<file path="config.mk">
export PLATFORM = sky130hd
export DESIGN_NAME = spi_master_loader_flat
export DESIGN_NICKNAME = d
export VERILOG_FILES = /design/src/rtl/spi_master_loader_if.sv /design/src/rtl/spi_master_loader.sv /design/src/flat_wrapper.sv
export SDC_FILE = /design/constraint.sdc
export NUM_CORES = 1
export LEC_CHECK = 0
export CORE_MARGIN = 2
export CORE_UTILIZATION = 48
export CTS_CLUSTER_SIZE = 40
export DETAILED_ROUTE_END_ITERATION = 10
export PLACE_DENSITY = 0.71
export SLEW_MARGIN = 20
export SYNTH_ARGS = -nofsm -noshare
export SYNTH_HDL_FRONTEND = slang
export SYNTH_SLANG_ARGS = --single-unit
</file>
<file path="constraint.sdc">
create_clock -name clk -period 3.4 [get_ports clk]
set_input_delay 0.68 -clock clk [delete_from_list [all_inputs] [get_ports clk]]
set_output_delay 0.68 -clock clk [all_outputs]
set_load 0.02 [all_outputs]
</file>
<file path="src/rtl/spi_master_loader_if.sv">
// Command, write-data, read-data and status bundle for spi_master_loader.
// Signals carry DUT-relative suffixes: _i is driven into the loader, _o comes out of it.
// Modports: slave = loader side, master = the agent issuing commands (boot FSM, bench).
interface spi_master_loader_if;
  logic        cmd_valid_i;
  logic        cmd_ready_o;
  logic        cmd_write_i;
  logic [31:0] cmd_addr_i;
  logic [7:0]  cmd_len_i;
  logic [31:0] wdata_i;
  logic        wdata_valid_i;
  logic        wdata_ready_o;
  logic [31:0] rdata_o;
  logic        rdata_valid_o;
  logic        rdata_ready_i;
  logic        busy_o;
  logic        done_o;

  modport slave (
    input  cmd_valid_i, cmd_write_i, cmd_addr_i, cmd_len_i,
    input  wdata_i, wdata_valid_i, rdata_ready_i,
    output cmd_ready_o, wdata_ready_o, rdata_o, rdata_valid_o, busy_o, done_o
  );

  modport master (
    output cmd_valid_i, cmd_write_i, cmd_addr_i, cmd_len_i,
    output wdata_i, wdata_valid_i, rdata_ready_i,
    input  cmd_ready_o, wdata_ready_o, rdata_o, rdata_valid_o, busy_o, done_o
  );
endinterface

</file>
<file path="src/rtl/spi_master_loader.sv">
// Single-lane SPI mode-0 master turning word write/read commands into PULPino loader frames (0x02 / 0x0B).
// Latency: CLK_DIV setup + 2*CLK_DIV per SCK bit + CLK_DIV hold + CLK_DIV gap; done_o in the last gap cycle.
// Backpressure: write words and read-word hand-off stall with SCK parked low; commands accepted only in IDLE.
// Ports: clk/rst_n; bus (slave modport: cmd_*, wdata_*, rdata_*, busy_o, done_o); spi_sck_o/spi_cs_o/spi_mosi_o/spi_miso_i.
module spi_master_loader #(
  parameter int CLK_DIV      = 4,   // SCK half-period in clk cycles, 1..255
  parameter int DUMMY_CYCLES = 32   // SCK cycles between address and read data
) (
  input  logic                 clk,
  input  logic                 rst_n,
  spi_master_loader_if.slave   bus,
  output logic                 spi_sck_o,
  output logic                 spi_cs_o,
  output logic                 spi_mosi_o,
  input  logic                 spi_miso_i
);

  typedef enum logic [3:0] {
    IDLE, CS_SETUP, CMD, ADDR, DUMMY, WLOAD, WDATA, RDATA, RWAIT, CS_HOLD, GAP
  } state_t;

  localparam logic [7:0]  DIV_LAST   = 8'(CLK_DIV - 1);
  localparam logic [15:0] DUMMY_LAST = 16'(DUMMY_CYCLES - 1);
  localparam logic [7:0]  OP_WRITE   = 8'h02;
  localparam logic [7:0]  OP_READ    = 8'h0B;

  state_t      state_q, state_d;
  logic [7:0]  div_q, div_d;      // position inside the current half-period
  logic        sck_q, sck_d;
  logic        mosi_q, mosi_d;
  logic [31:0] sh_q, sh_d;        // remaining transmit bits, MSB next
  logic [31:0] rx_q, rx_d;        // receive shifter
  logic [15:0] bit_q, bit_d;      // bits left in the current segment minus one
  logic        write_q, write_d;
  logic [31:0] addr_q, addr_d;
  logic [8:0]  word_q, word_d;    // data words still to transfer
  logic [31:0] rdata_q, rdata_d;
  logic        rvld_q, rvld_d;
  logic        pend_q, pend_d;    // completed read word parked in rx_q, output slot busy

  logic        div_end;
  logic        slot_free;
  logic [31:0] rx_word;
  logic [8:0]  word_left;
  logic [7:0]  opcode;

  assign div_end   = (div_q == DIV_LAST);
  // The output register can take a word if empty or being emptied this cycle.
  assign slot_free = !rvld_q || bus.rdata_ready_i;
  assign rx_word   = {rx_q[30:0], spi_miso_i};
  assign word_left = word_q - 9'd1;
  assign opcode    = write_q ? OP_WRITE : OP_READ;

  always_comb begin
    state_d = state_q;
    div_d   = div_q;
    sck_d   = sck_q;
    mosi_d  = mosi_q;
    sh_d    = sh_q;
    rx_d    = rx_q;
    bit_d   = bit_q;
    write_d = write_q;
    addr_d  = addr_q;
    word_d  = word_q;
    rdata_d = rdata_q;
    rvld_d  = rvld_q;
    pend_d  = pend_q;

    if (rvld_q && bus.rdata_ready_i) begin
      rvld_d = 1'b0;
    end
    // A parked word moves to the output as soon as the slot frees up.
    if (pend_q && slot_free) begin
      rdata_d = rx_q;
      rvld_d  = 1'b1;
      pend_d  = 1'b0;
    end

    case (state_q)
      IDLE: begin
        div_d  = '0;
        sck_d  = 1'b0;
        mosi_d = 1'b0;
        if (bus.cmd_valid_i) begin
          write_d = bus.cmd_write_i;
          addr_d  = bus.cmd_addr_i;
          word_d  = {1'b0, bus.cmd_len_i} + 9'd1;
          state_d = CS_SETUP;
        end
      end

      CS_SETUP: begin
        div_d = div_q + 8'd1;
        if (div_end) begin
          div_d   = '0;
          state_d = CMD;
          mosi_d  = opcode[7];
          sh_d    = {opcode[6:0], 25'b0};
          bit_d   = 16'd7;
        end
      end

      CMD, ADDR, DUMMY, WDATA, RDATA: begin
        div_d = div_end ? 8'd0 : div_q + 8'd1;
        if (div_end && !sck_q) begin
          // Rising edge: sample MISO on the same clk edge that raises SCK.
          sck_d = 1'b1;
          if (state_q == RDATA) begin
            rx_d = rx_word;
            if (bit_q == 16'd0) begin
              if (slot_free) begin
                rdata_d = rx_word;
                rvld_d  = 1'b1;
              end else begin
                pend_d = 1'b1;
              end
            end
          end
        end else if (div_end) begin
          // End of high phase: the next low phase starts with fresh MOSI.
          sck_d = 1'b0;
          if (bit_q != 16'd0) begin
            bit_d  = bit_q - 16'd1;
            mosi_d = sh_q[31];
            sh_d   = {sh_q[30:0], 1'b0};
          end else begin
            mosi_d = 1'b0;
            sh_d   = '0;
            bit_d  = 16'd31;
            case (state_q)
              CMD: begin
                state_d = ADDR;
                mosi_d  = addr_q[31];
                sh_d    = {addr_q[30:0], 1'b0};
              end
              ADDR: begin
                if (write_q) begin
                  state_d = WLOAD;
                end else if (DUMMY_CYCLES > 0) begin
                  state_d = DUMMY;
                  bit_d   = DUMMY_LAST;
                end else begin
                  state_d = RDATA;
                end
              end
              DUMMY: state_d = RDATA;
              WDATA: begin
                word_d  = word_left;
                state_d = (word_left != 9'd0) ? WLOAD : CS_HOLD;
              end
              RDATA: begin
                word_d = word_left;
                if (pend_q && !slot_free) begin
                  state_d = RWAIT;
                end else if (word_left != 9'd0) begin
                  state_d = RDATA;
                end else begin
                  state_d = CS_HOLD;
                end
              end
              default: state_d = IDLE;
            endcase
          end
        end
      end

      WLOAD: begin
        if (bus.wdata_valid_i) begin
          state_d = WDATA;
          mosi_d  = bus.wdata_i[31];
          sh_d    = {bus.wdata_i[30:0], 1'b0};
          bit_d   = 16'd31;
          div_d   = '0;
        end
      end

      RWAIT: begin
        // The parked word leaves this cycle via the hand-off logic above.
        if (slot_free) begin
          state_d = (word_q != 9'd0) ? RDATA : CS_HOLD;
        end
      end

      CS_HOLD: begin
        div_d = div_q + 8'd1;
        if (div_end) begin
          div_d   = '0;
          state_d = GAP;
        end
      end

      GAP: begin
        div_d = div_q + 8'd1;
        if (div_end) begin
          div_d   = '0;
          state_d = IDLE;
        end
      end

      default: state_d = IDLE;
    endcase
  end

  always_ff @(posedge clk or negedge rst_n) begin
    if (!rst_n) begin
      state_q <= IDLE;
      div_q   <= '0;
      sck_q   <= 1'b0;
      mosi_q  <= 1'b0;
      sh_q    <= '0;
      rx_q    <= '0;
      bit_q   <= '0;
      write_q <= 1'b0;
      addr_q  <= '0;
      word_q  <= '0;
      rdata_q <= '0;
      rvld_q  <= 1'b0;
      pend_q  <= 1'b0;
    end else begin
      state_q <= state_d;
      div_q   <= div_d;
      sck_q   <= sck_d;
      mosi_q  <= mosi_d;
      sh_q    <= sh_d;
      rx_q    <= rx_d;
      bit_q   <= bit_d;
      write_q <= write_d;
      addr_q  <= addr_d;
      word_q  <= word_d;
      rdata_q <= rdata_d;
      rvld_q  <= rvld_d;
      pend_q  <= pend_d;
    end
  end

  assign spi_sck_o         = sck_q;
  assign spi_mosi_o        = mosi_q;
  assign spi_cs_o          = (state_q == IDLE) || (state_q == GAP);
  assign bus.cmd_ready_o   = (state_q == IDLE);
  assign bus.busy_o        = (state_q != IDLE);
  assign bus.wdata_ready_o = (state_q == WLOAD);
  assign bus.rdata_o       = rdata_q;
  assign bus.rdata_valid_o = rvld_q;
  assign bus.done_o        = (state_q == GAP) && div_end;

endmodule

</file>
<file path="src/flat_wrapper.sv">
// flat-port wrapper written by rule: the top's interface ports become plain ports
module spi_master_loader_flat 
#(
  parameter int CLK_DIV      = 4,                                           
  parameter int DUMMY_CYCLES = 32                                              
)
  (clk, rst_n, spi_sck_o, spi_cs_o, spi_mosi_o, spi_miso_i, bus_cmd_valid_i, bus_cmd_write_i, bus_cmd_addr_i, bus_cmd_len_i, bus_wdata_i, bus_wdata_valid_i, bus_rdata_ready_i, bus_cmd_ready_o, bus_wdata_ready_o, bus_rdata_o, bus_rdata_valid_o, bus_busy_o, bus_done_o);
  spi_master_loader_if bus_i ();
  input  logic clk;
  input  logic rst_n;
  output logic spi_sck_o;
  output logic spi_cs_o;
  output logic spi_mosi_o;
  input  logic spi_miso_i;
  input wire logic [$bits(bus_i.cmd_valid_i)-1:0] bus_cmd_valid_i;
  input wire logic [$bits(bus_i.cmd_write_i)-1:0] bus_cmd_write_i;
  input wire logic [$bits(bus_i.cmd_addr_i)-1:0] bus_cmd_addr_i;
  input wire logic [$bits(bus_i.cmd_len_i)-1:0] bus_cmd_len_i;
  input wire logic [$bits(bus_i.wdata_i)-1:0] bus_wdata_i;
  input wire logic [$bits(bus_i.wdata_valid_i)-1:0] bus_wdata_valid_i;
  input wire logic [$bits(bus_i.rdata_ready_i)-1:0] bus_rdata_ready_i;
  output wire logic [$bits(bus_i.cmd_ready_o)-1:0] bus_cmd_ready_o;
  output wire logic [$bits(bus_i.wdata_ready_o)-1:0] bus_wdata_ready_o;
  output wire logic [$bits(bus_i.rdata_o)-1:0] bus_rdata_o;
  output wire logic [$bits(bus_i.rdata_valid_o)-1:0] bus_rdata_valid_o;
  output wire logic [$bits(bus_i.busy_o)-1:0] bus_busy_o;
  output wire logic [$bits(bus_i.done_o)-1:0] bus_done_o;
  assign bus_i.cmd_valid_i = bus_cmd_valid_i;
  assign bus_i.cmd_write_i = bus_cmd_write_i;
  assign bus_i.cmd_addr_i = bus_cmd_addr_i;
  assign bus_i.cmd_len_i = bus_cmd_len_i;
  assign bus_i.wdata_i = bus_wdata_i;
  assign bus_i.wdata_valid_i = bus_wdata_valid_i;
  assign bus_i.rdata_ready_i = bus_rdata_ready_i;
  assign bus_cmd_ready_o = bus_i.cmd_ready_o;
  assign bus_wdata_ready_o = bus_i.wdata_ready_o;
  assign bus_rdata_o = bus_i.rdata_o;
  assign bus_rdata_valid_o = bus_i.rdata_valid_o;
  assign bus_busy_o = bus_i.busy_o;
  assign bus_done_o = bus_i.done_o;
  spi_master_loader #(.CLK_DIV(CLK_DIV), .DUMMY_CYCLES(DUMMY_CYCLES)) u_core (.clk(clk), .rst_n(rst_n), .bus(bus_i), .spi_sck_o(spi_sck_o), .spi_cs_o(spi_cs_o), .spi_mosi_o(spi_mosi_o), .spi_miso_i(spi_miso_i));
endmodule
</file>
# Word level (Yosys, flattened, before mapping)
# Index checks and enable logic that the tools add are counted.
# classes
muxes	68
eq_ne	22
n_reduce_logical	31
bitwise	0
magnitude_cmp	0
shifts	0
add_sub_neg	4
n_div	0
mul	0
# ops
op	n
$mux 32	12
$pmux 32 s3	1
$mux 16	5
$mux 4	14
$pmux 16 s3	1
$mux 9	5
$pmux 4 s7	1
$pmux 8 s3	1
$mux 1	22
$pmux 4 s5	1
$pmux 9 s2	1
$reduce_bool 9->1	2
$eq 4x3->1 const B	4
$logic_not 16->1	1
$mux 8	2
$reduce_bool 16->1	1
$sub 16x1->16 const B	1
$eq 4x4->1 const B	3
$ne 2x1->1 const B	5
$ne 2x2->1 const B	5
$reduce_and 5->1	2
$add 8x1->9 const B	1
$reduce_and 9->1	1
$sub 9x1->9 const B	1
20 further kinds	32
# totals
rom_bits	0
inputBits	79
word_cells	138
ff_bits	170
memories	0
ram_bits	0
latch_bits	0
output_inout_bits	40

# Depth between registers and ports, before layout
# logic_depth
word_depth	10
depth_mapped	9
depth_no_buf	8

# Worst setup path before layout
# Ideal clock, no wire load.
# synth_timing
kind	register -> output
start	register u_core.div_q[0]
end	output bus_done_o
t_required_ns	2.720
arrival_ns	1.925
setup_slack_ns	0.795
n_path_buf	1
stages_incl_launch_ff	6
path_cell_list	dfrtp_1 -> ha_1 -> or4b_4 -> or2_1 -> buf_6 -> nor3_1
# synth_via
elab_chain_cells	2
# synth_lines
element	line_no	source
start: declaration	spi_master_loader.sv:28	logic [7:0] div_q, div_d;
start signal: assignment	spi_master_loader.sv:221	div_q <= div_d;
$eq 8x2->1	spi_master_loader.sv:47	assign div_end = (div_q == DIV_LAST);
$logic_and 1x1->1	spi_master_loader.sv:244	assign bus.done_o = (state_q == GAP) && div_end;
end: declaration	flat_wrapper.sv:27	output wire logic [$bits(bus_i.done_o)-1:0] bus_done_o;
# No other way between the ends.

# Worst setup path after layout
# Ends and elaborated chain as after synthesis.

==> summary.md <==
| Metric | Value |
|---|---|
| Area leader, netlist | `dfrtp_1` |
| Count of different cell masters after synthesis | `67` |
| Vias in the first global route | `6,974` |
| Clock skew | `14.6 ps` |
| Pre-CTS setup slack | `312 ps` |
| CP endpoint kind | `output pin` |
| Leak | `0.00447 uW` |
| Met2 usage | `37.5%` |
| CTS Hold Buffers Added | `0` |
| Number of max-cap violations | `0` |
| Seq/Total Area, Yosys | `49.7%` |
| Congestion Overflow GR | `0` |
| Critical path type | `register to output pin` |
| Max-slew violation count | `0` |
| Synth async-reset ratio | `100%` |
| Yosys warns | `0` |
| Die Wd | `137 um` |
| Worst Tran Pin Value | `808 ps` |
| Fill cell count | `1,495` |
| Die Area | `0.0188 mm2` |
| Clk sink count | `169` |
| First-pass GRT wire length | `34.9 mm` |
| Share of the synthesized area in the top cell type | `49.7%` |
| Gpl congestion | `0.855` |
| Status | `complete, no violations` |
| Starting Density | `49.2%` |
| GRT met3 Usage | `4.89%` |
| Worst-path clk slew | `70 ps` |
| CTS buffer count | `17` |
| CTS tree | `yes` |
| Vias after detailed routing | `7,272` |
| DIE HEIGHT | `137 um` |
| Final worst slack | `165 ps` |
| PD cells | `708 mW/mm2` |
| Hold Worst Slack | `266 ps` |
| Number of synthesized flops with an enable pin | `0` |
| Root buf cell | `clkbuf_16` |
| Post-Syn Instances | `909` |
| Final net count | `1,098` |
| Worst EP required | `2720 ps` |
| Fmax | `309 MHz` |
| Post-CTS Setup Repair Bufs | `0` |
| Ranking of synthesized cells by area | `dfrtp_1 (50%), nand2_1 (7.9%), mux2_2 (6.8%)` |
| Worst path bufs/invs | `1` |
| Worst-Skew Late Latency | `440 ps` |
| Max-slew headroom | `45.7%` |
| # DRC | `0` |
| Router iterations before antenna repair | `5` |
| Worst min path class | `input pin to async pin` |
| Setup_tns | `0 ps` |
| Worst path slowest cell | `or4b_4` |
| Worst r2r dst | `u_core.state_q[1]$_DFFE_PN0P_` |
| Crit path max fanout | `7` |
| Worst-case reg-to-reg path depth | `6` |
| FP Rows | `48` |
| RR Startpoint | `u_core.div_q[0]$_DFFE_PN0P_` |
| R2R Setup Slk | `550 ps` |
| Hold Vio Cnt, Final | `0` |
| Worst VDD drop | `0.000415 V` |
| Num ports | `119` |
| Max Buffers Root-to-Sink | `2` |
| Antenna viol nets, final | `0` |
| H-tree depth | `4` |
| Area of the core | `0.0173 mm2` |
| Commonest non-fill, non-tap cells in the layout | `nand2_1 (178), dfrtp_1 (169), clkdlybuf4s50_1 (116)` |
| Tcrit/Tclk final | `95.1%` |
| Syn Nets | `994` |
| Overall Global Routing Usage | `23.5%` |
| Final setup violation count | `0` |
| Routed wire length | `20.9 mm` |
| Most Used Layer, Global Route | `met2` |
| CP top delay family | `simple AND/OR/NAND/NOR gates` |
| Number of I/O port buffers | `118` |
| RSZ-0062 raised after global routing | `false` |
| Final Critical Period | `3230 ps` |
| Layout cells sized above 1 | `12.3%` |
| Routed WL per cell | `16.7 um` |
| Final HPWL DP | `13.8 mm` |
| Drt initial violations | `483` |
| Crit start category | `register` |
| Cell Area, Synth | `0.00851 mm2` |
| Register bit count reported by yosys | `169` |
| Diode count | `0` |
| Largest net degree at the start of global routing | `72` |
| Commonest non-fill, non-tap cell in the layout | `nand2_1` |
| Crit path DAT | `2550 ps` |
| Grt met1 use | `32.4%` |
| Top_reg_cell synth | `dfrtp_1` |
| Initial antenna violation count | `0` |
| Mapped Avg Cell Area | `9.36 um2` |
| Mean number of vias per cell | `5.81` |
| Crit-path cells | `ha_1 -> or4b_4 -> or2_1 -> nor3_1 -> dlygate4sd2_1` |
| P&R area growth vs syn | `24.0%` |
| Largest stage delay, worst path | `520 ps` |
[final cells by class]
class	instances	area, um2	area share, %
repair buffers	146	1420	13.4
clock inverters	14	160	1.52
inverters	13	48.8	0.463
flip-flops and latches	169	4230	40.1
multi-input cells	666	3980	37.8
clock buffers	18	429	4.07
well taps	225	282	2.67
[cell families after synthesis]
| family | synth area share, % |
|---|---|
| and+or+nand+nor | 18.6 |
| adders and majority gates | 0.883 |
| xor gates and xnor gates | 0.618 |
| DFF | 49.7 |
| buffers and inverters | 3.68 |
| AOI/OAI and AO/OA | 19.2 |
| muxes | 7.22 |
[through the flow]
step / cells / instance area [um2] / utilization (%) / total power [uW]
after global routing: 1251 / 10500 / 61.0 / 7950
after detailed placement: 1219 / 9960 / 57.6 / 5520
final: 1251 / 10500 / 61.0 / 7470
after floorplan: 909 / 8510 / - / 4770
after CTS: 1251 / 10500 / 61.0 / 7510
after global placement: 1219 / 9960 / 57.6 / 5460
[worst max path at each step]
stage,startpoint,end,slack (ps),cells past startpoint
CTS,u_core.div_q[0]$_DFFE_PN0P_,bus_done_o,140,5
finish,u_core.div_q[0]$_DFFE_PN0P_,bus_done_o,170,5
floorplan,u_core.div_q[0]$_DFFE_PN0P_,bus_done_o,790,5
global placement,u_core.div_q[0]$_DFFE_PN0P_,bus_done_o,320,5
detailed placement,u_core.div_q[0]$_DFFE_PN0P_,bus_done_o,310,5
global route,u_core.div_q[0]$_DFFE_PN0P_,bus_done_o,30,5
[synth_stat cells, drive strengths merged, types with 3 or more instances]
library cell and instances:
nor3 10, o21ai 86, clkbuf 44, o41ai 3, nand2 178, nand3 15, and3 14, xnor2 5
inv 12, nand2b 5, a32oi 19, dfrtp 169, or3 5, nor2b 10, and2 3, nand4 5
o22ai 3, a21oi 38, ha 6, buf 17, mux2 53, a31oi 38, or2 3, a2bb2oi 5
o31ai 11, a22o 4, a221oi 4, a22oi 29, nor2 71, o22a 4, nand4b 3, nor4 8
[state kept, by name, indices dropped and copies added (netlist names)]
signal,count
u_core.sh_q,31
u_core.bus.rdata_valid_o,1
u_core.bit_q,16
u_core.write_q,1
u_core.spi_mosi_o,1
u_core.addr_q,32
u_core.bus.rdata_o,32
u_core.spi_sck_o,1
u_core.word_q,9
u_core.rx_q,32
u_core.state_q,4
u_core.div_q,8
u_core.pend_q,1
[metal layers]
metal / share of wire, % / routed length (um)
met5: 0 / 0
met2: 47 / 9790
met4: 1.2 / 242
met1: 46 / 9510
met3: 6.3 / 1320
[timing repair]
item	4_1_cts	5_1_grt
endpoints found under the hold margin	0	0
endpoints found under the setup margin	1	0
resized for setup	1	0
[power breakdown]
part           internal, uW  total [uW]  switching, uW
registers              2540        2960            414
logic                  1130        2540           1410
clock network          1100        1970            870
total                  4780        7470           2690
Note: power is estimated with default switching activity, not from simulation.
